==> config.mk <==
export PLATFORM = sky130hd
export DESIGN_NAME = msftdvip_cheri_mem_arb
export DESIGN_NICKNAME = d
export VERILOG_FILES = /design/src/rtl/msftdvip_cheri_mem_arb.sv
export SDC_FILE = /design/constraint.sdc
export NUM_CORES = 1
export LEC_CHECK = 0
export ABC_AREA = 1
export BUFFER_PORTS_ARGS = -buffer_cell sky130_fd_sc_hd__buf_2
export CAP_MARGIN = 20
export CORE_AREA = 2 2 146 148
export DETAILED_ROUTE_END_ITERATION = 10
export DIE_AREA = 0 0 148 150
export GPL_TIMING_DRIVEN = 0
export HOLD_SLACK_MARGIN = 0.08
export PLACE_DENSITY_LB_ADDON = 0.08
export SETUP_SLACK_MARGIN = 0.1
export SYNTH_ARGS = -nofsm -noshare
export SYNTH_HDL_FRONTEND = slang
export SYNTH_SLANG_ARGS = --single-unit
==> constraint.sdc <==
create_clock -name clk_i -period 6.67 [get_ports clk_i]
set_input_delay 1.334 -clock clk_i [delete_from_list [all_inputs] [get_ports clk_i]]
set_output_delay 1.334 -clock clk_i [all_outputs]
set_load 0.05 [all_outputs]
==> src/rtl/msftdvip_cheri_mem_arb.sv <==
// msftdvip_cheri_mem_arb: shares one 65-bit tagged RAM between the tsmap, instruction and data ports.
// Define MSFTDVIP_MEM_ARB_RR_EN for round-robin instr/data arbitration; otherwise data has fixed priority.
module msftdvip_cheri_mem_arb #(
    parameter logic [31:0]      MemBase       = 32'h200f_0000,
    parameter int unsigned      AddrW         = 14,
    parameter logic [AddrW-1:0] TSMapWordBase = 14'h1c00
) (
    input  logic             clk_i,
    input  logic             rst_i,
    input  logic             instr_req_i,
    input  logic [31:0]      instr_addr_i,
    output logic             instr_gnt_o,
    output logic             instr_rvalid_o,
    output logic [31:0]      instr_rdata_o,
    output logic             instr_err_o,
    input  logic             data_req_i,
    input  logic             data_we_i,
    input  logic [3:0]       data_be_i,
    input  logic [31:0]      data_addr_i,
    input  logic [32:0]      data_wdata_i,
    output logic             data_gnt_o,
    output logic             data_rvalid_o,
    output logic [32:0]      data_rdata_o,
    output logic             data_err_o,
    input  logic             tsmap_cs_i,
    input  logic [15:0]      tsmap_addr_i,
    output logic [31:0]      tsmap_rdata_o,
    output logic             mem_cs_o,
    output logic             mem_we_o,
    output logic [AddrW-1:0] mem_addr_o,
    output logic [7:0]       mem_be_o,
    output logic [64:0]      mem_wdata_o,
    input  logic [64:0]      mem_rdata_i
);
    logic        act, ts, dgnt, ignt, pref_instr, sel_ok, sel_cs;
    logic [31:0] sel_addr, sel_off, lane_word;
    logic        rsp_i_q, rsp_i_d, rsp_d_q, rsp_d_d, err_q, err_d, rd_q, rd_d;
    logic        lane_q, lane_d, ts_q, ts_d, ts_lane_q, ts_lane_d;

`ifdef MSFTDVIP_MEM_ARB_RR_EN
    logic rr_q, rr_d;
    // Only contended cycles move the pointer: after data wins, instr is favoured next.
    assign rr_d = (act && instr_req_i && data_req_i) ? dgnt : rr_q;
    always_ff @(posedge clk_i) rr_q <= rst_i ? 1'b0 : rr_d;
    assign pref_instr = rr_q;
`else
    assign pref_instr = 1'b0;
`endif

    assign ts       = tsmap_cs_i && !rst_i;
    assign act      = !rst_i && !tsmap_cs_i;
    assign dgnt     = act && data_req_i && !(instr_req_i && pref_instr);
    assign ignt     = act && instr_req_i && !dgnt;
    assign sel_addr = dgnt ? data_addr_i : instr_addr_i;
    // Below-base addresses wrap to huge offsets, so one compare covers both bounds.
    assign sel_off  = sel_addr - MemBase;
    assign sel_ok   = (sel_off >> (AddrW + 3)) == 32'd0;
    assign sel_cs   = (dgnt || ignt) && sel_ok;

    assign instr_gnt_o = ignt;
    assign data_gnt_o  = dgnt;
    assign mem_cs_o    = ts || sel_cs;
    assign mem_we_o    = sel_cs && dgnt && data_we_i;
    assign mem_addr_o  = ts ? TSMapWordBase + AddrW'(tsmap_addr_i[15:1]) : sel_cs ? sel_off[AddrW+2:3] : '0;
    assign mem_be_o    = !mem_we_o ? 8'h0 : data_addr_i[2] ? {data_be_i, 4'h0} : {4'h0, data_be_i};
    assign mem_wdata_o = mem_we_o ? {data_wdata_i[32], data_wdata_i[31:0], data_wdata_i[31:0]} : 65'h0;

    always_comb begin
        rsp_i_d   = ignt;
        rsp_d_d   = dgnt;
        err_d     = (dgnt || ignt) && !sel_ok;
        rd_d      = !(dgnt && data_we_i);
        lane_d    = sel_addr[2];
        ts_d      = ts;
        ts_lane_d = tsmap_addr_i[0];
    end

    always_ff @(posedge clk_i) begin
        if (rst_i) begin
            rsp_i_q   <= 1'b0;
            rsp_d_q   <= 1'b0;
            err_q     <= 1'b0;
            rd_q      <= 1'b0;
            lane_q    <= 1'b0;
            ts_q      <= 1'b0;
            ts_lane_q <= 1'b0;
        end else begin
            rsp_i_q   <= rsp_i_d;
            rsp_d_q   <= rsp_d_d;
            err_q     <= err_d;
            rd_q      <= rd_d;
            lane_q    <= lane_d;
            ts_q      <= ts_d;
            ts_lane_q <= ts_lane_d;
        end
    end

    assign lane_word      = lane_q ? mem_rdata_i[63:32] : mem_rdata_i[31:0];
    assign instr_rvalid_o = rsp_i_q && !rst_i;
    assign instr_err_o    = instr_rvalid_o && err_q;
    assign instr_rdata_o  = (instr_rvalid_o && !err_q) ? lane_word : 32'h0;
    assign data_rvalid_o  = rsp_d_q && !rst_i;
    assign data_err_o     = data_rvalid_o && err_q;
    // Write responses carry no data.
    assign data_rdata_o   = (data_rvalid_o && !err_q && rd_q) ? {mem_rdata_i[64], lane_word} : 33'h0;
    assign tsmap_rdata_o  = (ts_q && !rst_i) ? (ts_lane_q ? mem_rdata_i[63:32] : mem_rdata_i[31:0]) : 32'h0;
endmodule

==> results.json, run 1 <==
{
  "first_global_vias": 5092,
  "slew-limit-headroom_pct": 53.8,
  "fill_cells": 2524,
  "grt_pass1_wl_um": 28600,
  "rsz0062_at_grt": "no",
  "dp.cells": 1341,
  "grt.total_usage_pct": 16.1,
  "setup_viol": 0,
  "cts_inserted_buffers": 3,
  "globalRouteMet1Util_pct": 20.0,
  "cp-end-kind": "output pin",
  "yosysTopAreaCell": "nand2_1",
  "use_met2_pct": 30.4,
  "yosysWarnings": 0,
  "htree_num_levels": 1,
  "die_w_um": 148,
  "coreArea_um2": 20700,
  "num_vias": 5383,
  "syn2layout_area_growth_pct": 66.6,
  "seq_area_frac_synth_pct": 4.07,
  "hp-class": "input pin to register",
  "rows": 53,
  "path_class": "input pin to output pin",
  "initial_utilization_pct": 16.6,
  "layout_commonest_cell": "buf_2",
  "path_clk_slew_ns": 0.04,
  "tightestPinTransition_ns": 0.693,
  "postSynthNetCount": 883,
  "fin_crit_ns": 5.91,
  "numClockSinks": 7,
  "synth_cells": 693,
  "grt_max_degree": 11,
  "syn_area_um2": 3440,
  "finalSetupTns_ns": 0,
  "firstDrtPassIters": 4,
  "drtAntennaViolNets": 0,
  "drive_above_1_share_pct": 42.1,
  "finish.net_count": 1261,
  "seqCellArea_um2": 140,
  "drc_errors": 0,
  "multi_input_area_um2": 2440,
  "cp_max_fo": 10,
  "avgSynthCellArea_um2": 4.96,
  "io_buffer_count": 373,
  "antenna_found_initial": 0,
  "max_freq_mhz": 169,
  "grt.busiest_layer": "met2",
  "place_congestion": 0.786,
  "final_cell_mix": "buf_2, nand2_1, nor2_1",
  "startpoint_type": "input pin",
  "via_per_inst": 4.00,
  "cts_root_buffer": "clkbuf_16",
  "grt_overflow": 0,
  "use_met3_pct": 2.26,
  "die_h_um": 150,
  "synth_area_leaders": "nand2_1, nor2_1, inv_1",
  "dpl.hpwl_um": 16800,
  "power.leakage_nw": 3.77,
  "io_pins": 380,
  "worst-endpoint-arrival_ns": 4.58,
  "clock_path_buffers": 2,
  "drt_iter0_drc": 143,
  "power_density_nw_per_um2": 75.0,
  "postCtsHoldBufs": 0,
  "final_cells": 1345,
  "yosys.cell_types.count": 32,
  "cts_tree": "built",
  "drt_wl_total_um": 19500,
  "yosysTopAreaCellShare_pct": 20.4,
  "synth_seq_cells": 7,
  "finalCritPeriodShare_pct": 88.6,
  "worst_ep_required_time_ns": 5.34,
  "maxCapViolCount": 0,
  "ctsResizeCount": 0,
  "post_cts_buffers": 0,
  "finalPower_mw": 0.430,
  "die_area_um2": 22200,
  "outcome": "complete, no violations",
  "wl_per_cell_um": 14.5,
  "irDropWorstVdd_uv": 75.9,
  "diodes": 0,
  "drv_slew": 0,
  "hold_viol_final": 0
}
[state kept, by name, indices dropped and copies added, names as in the netlist]
register	flops
rsp_d_q	1
ts_lane_q	1
lane_q	1
err_q	1
rd_q	1
rsp_i_q	1
ts_q	1
[stage by stage]
stage	worst slack (ns)	hold WS (ns)	utilization (%)	area, um^2
2_1_floorplan	1.09	1.41	-	3440
3_3_place_gp	0.646	1.56	27.3	5650
3_5_place_dp	0.689	1.55	27.3	5650
4_1_cts	0.680	1.32	27.7	5730
5_1_grt	0.391	1.34	27.7	5730
6_report	0.758	1.32	27.7	5730
[worst max-delay path, stage by stage]
cell and delay, ns:
buf_2 0.15, nor2_4 0.28, buf_4 0.23, nand3_1 0.08, nand2_1 0.25, ha_1 0.26, nand3_1 0.09, nor2_1 0.19
nor2_1 0.07, nor2_1 0.09, nand2_1 0.06, nor2_1 0.09, nand3_1 0.12, nor2_4 0.25, nand3_2 0.12, clkbuf_1 0.25
nor2_1 0.27, buf_4 0.15, buf_2 0.24
[Yosys cell counts, drive strengths merged]
library cell	count
nand2	188
nor2	165
inv	103
buf	49
nand3	34
o21ai	33
a211oi	28
clkbuf	26
a21oi	19
nand4	17
nand3b	9
dfxtp	7
mux2i	4
ha	2
nor3	2
or2	2
xor2	2
a21boi	1
clkinv	1
xnor2	1
[routing by layer]
layer	vias up	part of all wire, %
met5	-	0
met4	0	0.50
met3	6	6.3
met2	199	52
met1	2325	42
li1	2853	-
[layout make-up]
| type | count | area share [%] |
|---|---|---|
| timing repair buffer | 373 | 32.6 |
| clock buffer | 4 | 1.38 |
| multi-input combinational | 507 | 42.6 |
| buffer | 75 | 8.17 |
| sequential | 7 | 2.45 |
| tap | 275 | 6.01 |
| inverter | 104 | 6.81 |
[worst paths after layout]
check | from | to | slack (ns) | depth (start not counted)
worst min-delay path | tsmap_addr_i[0] | ts_lane_q | 1.32 | 3
worst max-delay path | rst_i | mem_wdata_o[36] | 0.76 | 19
[power by group]
part / switching [mW] / internal (mW) / total, mW
Sequential: 0.000611 / 0.0444 / 0.0450
Clock: 0.0223 / 0.0795 / 0.102
Combinational: 0.190 / 0.0927 / 0.283
[cell families (layout without fill, tap and decap cells)]
kind of cell             count (synthesis)  in the layout  share of synthesized area, %
multiplexers                             4              4                          1.16
AO/OA/AOI/OAI                           81             81                          13.9
flip-flops                               7              7                          4.07
XOR/XNOR                                 3              3                         0.764
buffers and inverters                  179            556                          25.0
AND/OR/NAND/NOR                        417            417                          54.4
adder cells (fa/ha/maj)                  2              2                         0.727
Power figures use the tool's default switching activity.
==> run 2, diff against run 1 <==
--- a/config.mk
+++ b/config.mk
@@ -9,6 +9,7 @@
 export BUFFER_PORTS_ARGS = -buffer_cell sky130_fd_sc_hd__buf_2
 export CAP_MARGIN = 20
 export CORE_AREA = 2 2 146 148
+export CTS_BUF_LIST = sky130_fd_sc_hd__clkbuf_16
 export DETAILED_ROUTE_END_ITERATION = 10
 export DIE_AREA = 0 0 148 150
 export GPL_TIMING_DRIVEN = 0
==> results.json, run 2 (synthesis gave the netlist of run 1 again) <==
{
  "power.leakage_nw": 3.77,
  "hp-class": "input pin to register",
  "finalSetupTns_ns": 0,
  "holdWs_ns": 1.32,
  "first_global_vias": 5092,
  "via_per_inst": 4.00,
  "antenna_found_initial": 0,
  "dpl.hpwl_um": 16800,
  "hold_start": "tsmap_addr_i[0]",
  "drt_iter0_drc": 144,
  "cp_max_fo": 10,
  "grt_pass1_wl_um": 28600,
  "path_clk_slew_ns": 0.04,
  "place_congestion": 0.786,
  "grt_max_degree": 11,
  "num_vias": 5380,
  "diodes": 0,
  "fin_area_um2": 5730,
  "coreArea_um2": 20700,
  "wl_per_cell_um": 14.5,
  "setup_viol": 0,
  "seqPwrFrac_pct": 10.5,
  "slew-limit-headroom_pct": 53.8,
  "cts_inserted_buffers": 3,
  "fill_cells": 2524,
  "startpoint_type": "input pin",
  "switchingPower_mw": 0.213,
  "maxCapViolCount": 0,
  "tightestPinTransition_ns": 0.693,
  "rows": 53,
  "die_w_um": 148,
  "die_area_um2": 22200,
  "numClockSinks": 7,
  "final_cell_mix": "buf_2, nand2_1, nor2_1",
  "io_buffer_count": 373,
  "io_pins": 380,
  "cts_tree": "built",
  "layout_commonest_cell": "buf_2",
  "initial_utilization_pct": 16.6,
  "p_int_mw": 0.215,
  "drtAntennaViolNets": 0,
  "path_class": "input pin to output pin",
  "hold_viol_final": 0,
  "grt_overflow": 0,
  "post_cts_buffers": 0,
  "placedInstanceArea_um2": 5650,
  "finalCritPeriodShare_pct": 88.6,
  "worst-endpoint-arrival_ns": 4.58,
  "drc_errors": 0,
  "drt_wl_total_um": 19500,
  "cts_root_buffer": "clkbuf_16",
  "irDropWorstVdd_uv": 75.2,
  "power_density_nw_per_um2": 74.7,
  "switching_share_pct": 49.8,
  "cp-end-kind": "output pin",
  "grt.total_usage_pct": 16.1,
  "clock_path_buffers": 2,
  "syn2layout_area_growth_pct": 66.6,
  "drive_above_1_share_pct": 42.1,
  "crit_start": "rst_i",
  "htree_num_levels": 1,
  "postCtsHoldBufs": 0,
  "rsz0062_at_grt": "no",
  "pwr-share-comb_pct": 66.0,
  "firstDrtPassIters": 4,
  "finish.net_count": 1261,
  "clock_power_share_pct": 23.4,
  "worst_ep_required_time_ns": 5.34,
  "drv_slew": 0,
  "die_h_um": 150,
  "max_freq_mhz": 169,
  "fin_crit_ns": 5.91,
  "outcome": "complete, no violations",
  "ctsResizeCount": 0
}
==> run 2: per-stage QoR <==
step	utilization, %	worst slack [ns]	cells	total power, mW
after global routing	27.7	0.391	1345	0.467
after global placement	27.3	0.646	1341	0.331
final	27.7	0.759	1345	0.428
after detailed placement	27.3	0.689	1341	0.331
after CTS	27.7	0.680	1345	0.433
after floorplan	-	1.09	693	0.219
==> run 2: power by group through the flow <==
stage / sequential (mW) / clock, mW / combinational, mW
finish: 0.0450 / 0.100 / 0.283
global route: 0.0452 / 0.108 / 0.314
CTS: 0.0451 / 0.102 / 0.286
detailed placement: 0.0457 / 0 / 0.285
global placement: 0.0456 / 0 / 0.286
floorplan: 0.0454 / 0 / 0.174
==> run 2: worst max-delay path, cell delays in order <==
cell and delay, ns:
buf_2 0.15, nor2_4 0.28, buf_4 0.23, nand3_1 0.08, nand2_1 0.25, ha_1 0.26, nand3_1 0.09, nor2_1 0.19
nor2_1 0.07, nor2_1 0.09, nand2_1 0.06, nor2_1 0.09, nand3_1 0.12, nor2_4 0.25, nand3_2 0.12, clkbuf_1 0.25
nor2_1 0.27, buf_4 0.15, buf_2 0.24
==> run 2: path summary, 6_finish.rpt <==
check               to  slack, ns  cells past startpoint
max    mem_wdata_o[36]       0.76                     19
min          ts_lane_q       1.32                      3
==> run 2: final cells by class <==
cell class	count	area [um^2]	area share (%)
Buffer	75	468	8.17
Multi-Input combinational cell	507	2440	42.6
Sequential cell	7	140	2.45
Inverter	104	390	6.81
Tap cell	275	344	6.01
Clock buffer	3	75.1	1.31
Timing Repair Buffer	373	1870	32.6
Clock inverter	1	3.75	0.0655
==> run 2: per-layer routing <==
metal	wire length, um	track usage, %	vias to the layer above	part of all wire (%)
met5	0	0	-	0
met4	97	1.52	0	0.50
met3	1220	2.26	6	6.3
met2	10100	30.4	197	52
met1	8070	20.0	2324	42
li1	-	-	2853	-
==> run 3, diff against run 2 <==
--- a/config.mk
+++ b/config.mk
@@ -8,10 +8,12 @@
 export ABC_AREA = 1
 export BUFFER_PORTS_ARGS = -buffer_cell sky130_fd_sc_hd__buf_2
 export CAP_MARGIN = 20
-export CORE_AREA = 2 2 146 148
+export CELL_PAD_IN_SITES_DETAIL_PLACEMENT = 0
+export CELL_PAD_IN_SITES_GLOBAL_PLACEMENT = 1
+export CORE_AREA = 2 2 148 150
 export CTS_BUF_LIST = sky130_fd_sc_hd__clkbuf_16
 export DETAILED_ROUTE_END_ITERATION = 10
-export DIE_AREA = 0 0 148 150
+export DIE_AREA = 0 0 150 152
 export GPL_TIMING_DRIVEN = 0
 export HOLD_SLACK_MARGIN = 0.08
 export PLACE_DENSITY_LB_ADDON = 0.08
==> results.json, run 3 (synthesis gave the netlist of run 1 again) <==
{
  "wl_per_cell_um": 15.2,
  "syn2layout_area_growth_pct": 66.9,
  "coreArea_um2": 21400,
  "finalSetupTns_ns": 0,
  "max_stage_delay_ns": 0.28,
  "cts_inserted_buffers": 3,
  "hold_start": "tsmap_addr_i[0]",
  "seqPwrFrac_pct": 10.4,
  "cp-end-kind": "output pin",
  "fin_crit_ns": 5.83,
  "grt_max_degree": 11,
  "tightestPinTransition_ns": 0.639,
  "drive_above_1_share_pct": 42.1,
  "post_cts_buffers": 0,
  "hp-class": "input pin to register",
  "max_freq_mhz": 172,
  "switchingPower_mw": 0.215,
  "grt.busiest_layer": "met2",
  "drt_iter0_drc": 210,
  "dpl.hpwl_um": 17700,
  "path_clk_slew_ns": 0.04,
  "first_global_vias": 5211,
  "use_met2_pct": 32.2,
  "final_cell_mix": "buf_2, nand2_1, nor2_1",
  "via_per_inst": 4.03,
  "clock_path_buffers": 2,
  "die_area_um2": 22800,
  "worst_ep_required_time_ns": 5.34,
  "num_vias": 5443,
  "cpMaxStageDelayCell": "ha_1",
  "maxCapViolCount": 0,
  "io_buffer_count": 373,
  "die_w_um": 150,
  "pwr-share-comb_pct": 66.3,
  "globalRouteMet1Util_pct": 21.0,
  "cts_root_buffer": "clkbuf_16",
  "firstDrtPassIters": 4,
  "startpoint_type": "input pin",
  "switching_share_pct": 50.0,
  "irDropWorstVdd_uv": 65.5,
  "finish.net_count": 1261,
  "worst-endpoint-arrival_ns": 4.49,
  "holdWs_ns": 1.33,
  "initial_utilization_pct": 16.1,
  "path_common_cell": "nand2_1",
  "finalCritPeriodShare_pct": 87.4,
  "setup_viol": 0,
  "rows": 54,
  "grt_overflow": 0,
  "cts_tree": "built",
  "numClockSinks": 7,
  "slew-limit-headroom_pct": 57.4,
  "clock_power_share_pct": 23.2,
  "layout_commonest_cell": "buf_2",
  "outcome": "complete, no violations",
  "crit_start": "rst_i",
  "grt.total_usage_pct": 17.1,
  "drt_wl_total_um": 20500,
  "p_int_mw": 0.215,
  "ctsResizeCount": 0,
  "crit_chain": "buf_2 -> nor2_4 -> nand2_2 -> buf_4 -> nand2_1 -> nand2_1 -> ha_1 -> nand3_1 -> nor2_1 -> nor2_2 -> nand2_1 -> nand2_1 -> nand2_1 -> inv_1 -> nand3_2 -> nor2_4 -> nand3_2 -> clkbuf_1 -> nor2_1 -> buf_4 -> buf_2",
  "postCtsHoldBufs": 0,
  "drv_slew": 0,
  "power.leakage_nw": 3.77,
  "drc_errors": 0,
  "io_pins": 380,
  "cp_max_fo": 10,
  "htree_num_levels": 1,
  "hold_viol_final": 0,
  "power_density_nw_per_um2": 75.0,
  "grt_pass1_wl_um": 30600,
  "drtAntennaViolNets": 0,
  "die_h_um": 152,
  "place_congestion": 0.769,
  "path_class": "input pin to output pin",
  "use_met3_pct": 2.25,
  "rsz0062_at_grt": "no",
  "antenna_found_initial": 3
}
run 3: cell count changes in the layout (fill, tap and decap cells not counted), sizes merged:
cell / before / now
diode: 0 / 2
run 3: stage by stage:
stage               area, um^2  worst slack [ns]  utilization (%)  cells  power [mW]
floorplan                 3440              1.09                -    693       0.219
global placement          5660             0.709             26.5   1346       0.336
detailed placement        5660             0.718             26.5   1346       0.335
CTS                       5740             0.699             26.9   1350       0.439
global route              5740             0.345             26.9   1352       0.470
finish                    5740             0.843             26.9   1352       0.430
run 3: worst paths after layout:
| path | depth (start not counted) | endpoint |
|---|---|---|
| max | 21 | mem_wdata_o[37] |
| min | 3 | ts_lane_q |
run 3: worst max-delay path: cells and delay by family:
kind / cells / cell delay (ns)
adders and majority gates: 1 / 0.28
buffers and inverters: 6 / 1.04
and+or+nand+nor: 14 / 1.83
run 3: layer usage:
layer / wire (um) / part of all wire, % / vias to the layer above
li1: - / - / 2863
met1: 8450 / 41 / 2373
met2: 10600 / 52 / 195
met3: 1270 / 6.2 / 10
met4: 172 / 0.84 / 2
met5: 13 / 0.063 / -
run 3: power by group through the flow:
stage          clock network [mW]  registers (mW)  logic, mW
2_1_floorplan                   0          0.0454      0.174
3_3_place_gp                    0          0.0457      0.290
3_5_place_dp                    0          0.0457      0.289
4_1_cts                     0.104          0.0450      0.290
5_1_grt                     0.106          0.0452      0.318
6_report                   0.0999          0.0450      0.286
run 3: final cells by class:
cell class | instances | area, um^2
fill | 2605 | 15600
buffer | 75 | 468
sequential | 7 | 140
multi-input combinational | 507 | 2440
antenna | 2 | 5.00
clock buffer | 3 | 75.1
clock inverter | 1 | 3.75
inverter | 104 | 390
timing repair buffer | 373 | 1870
tap | 280 | 350
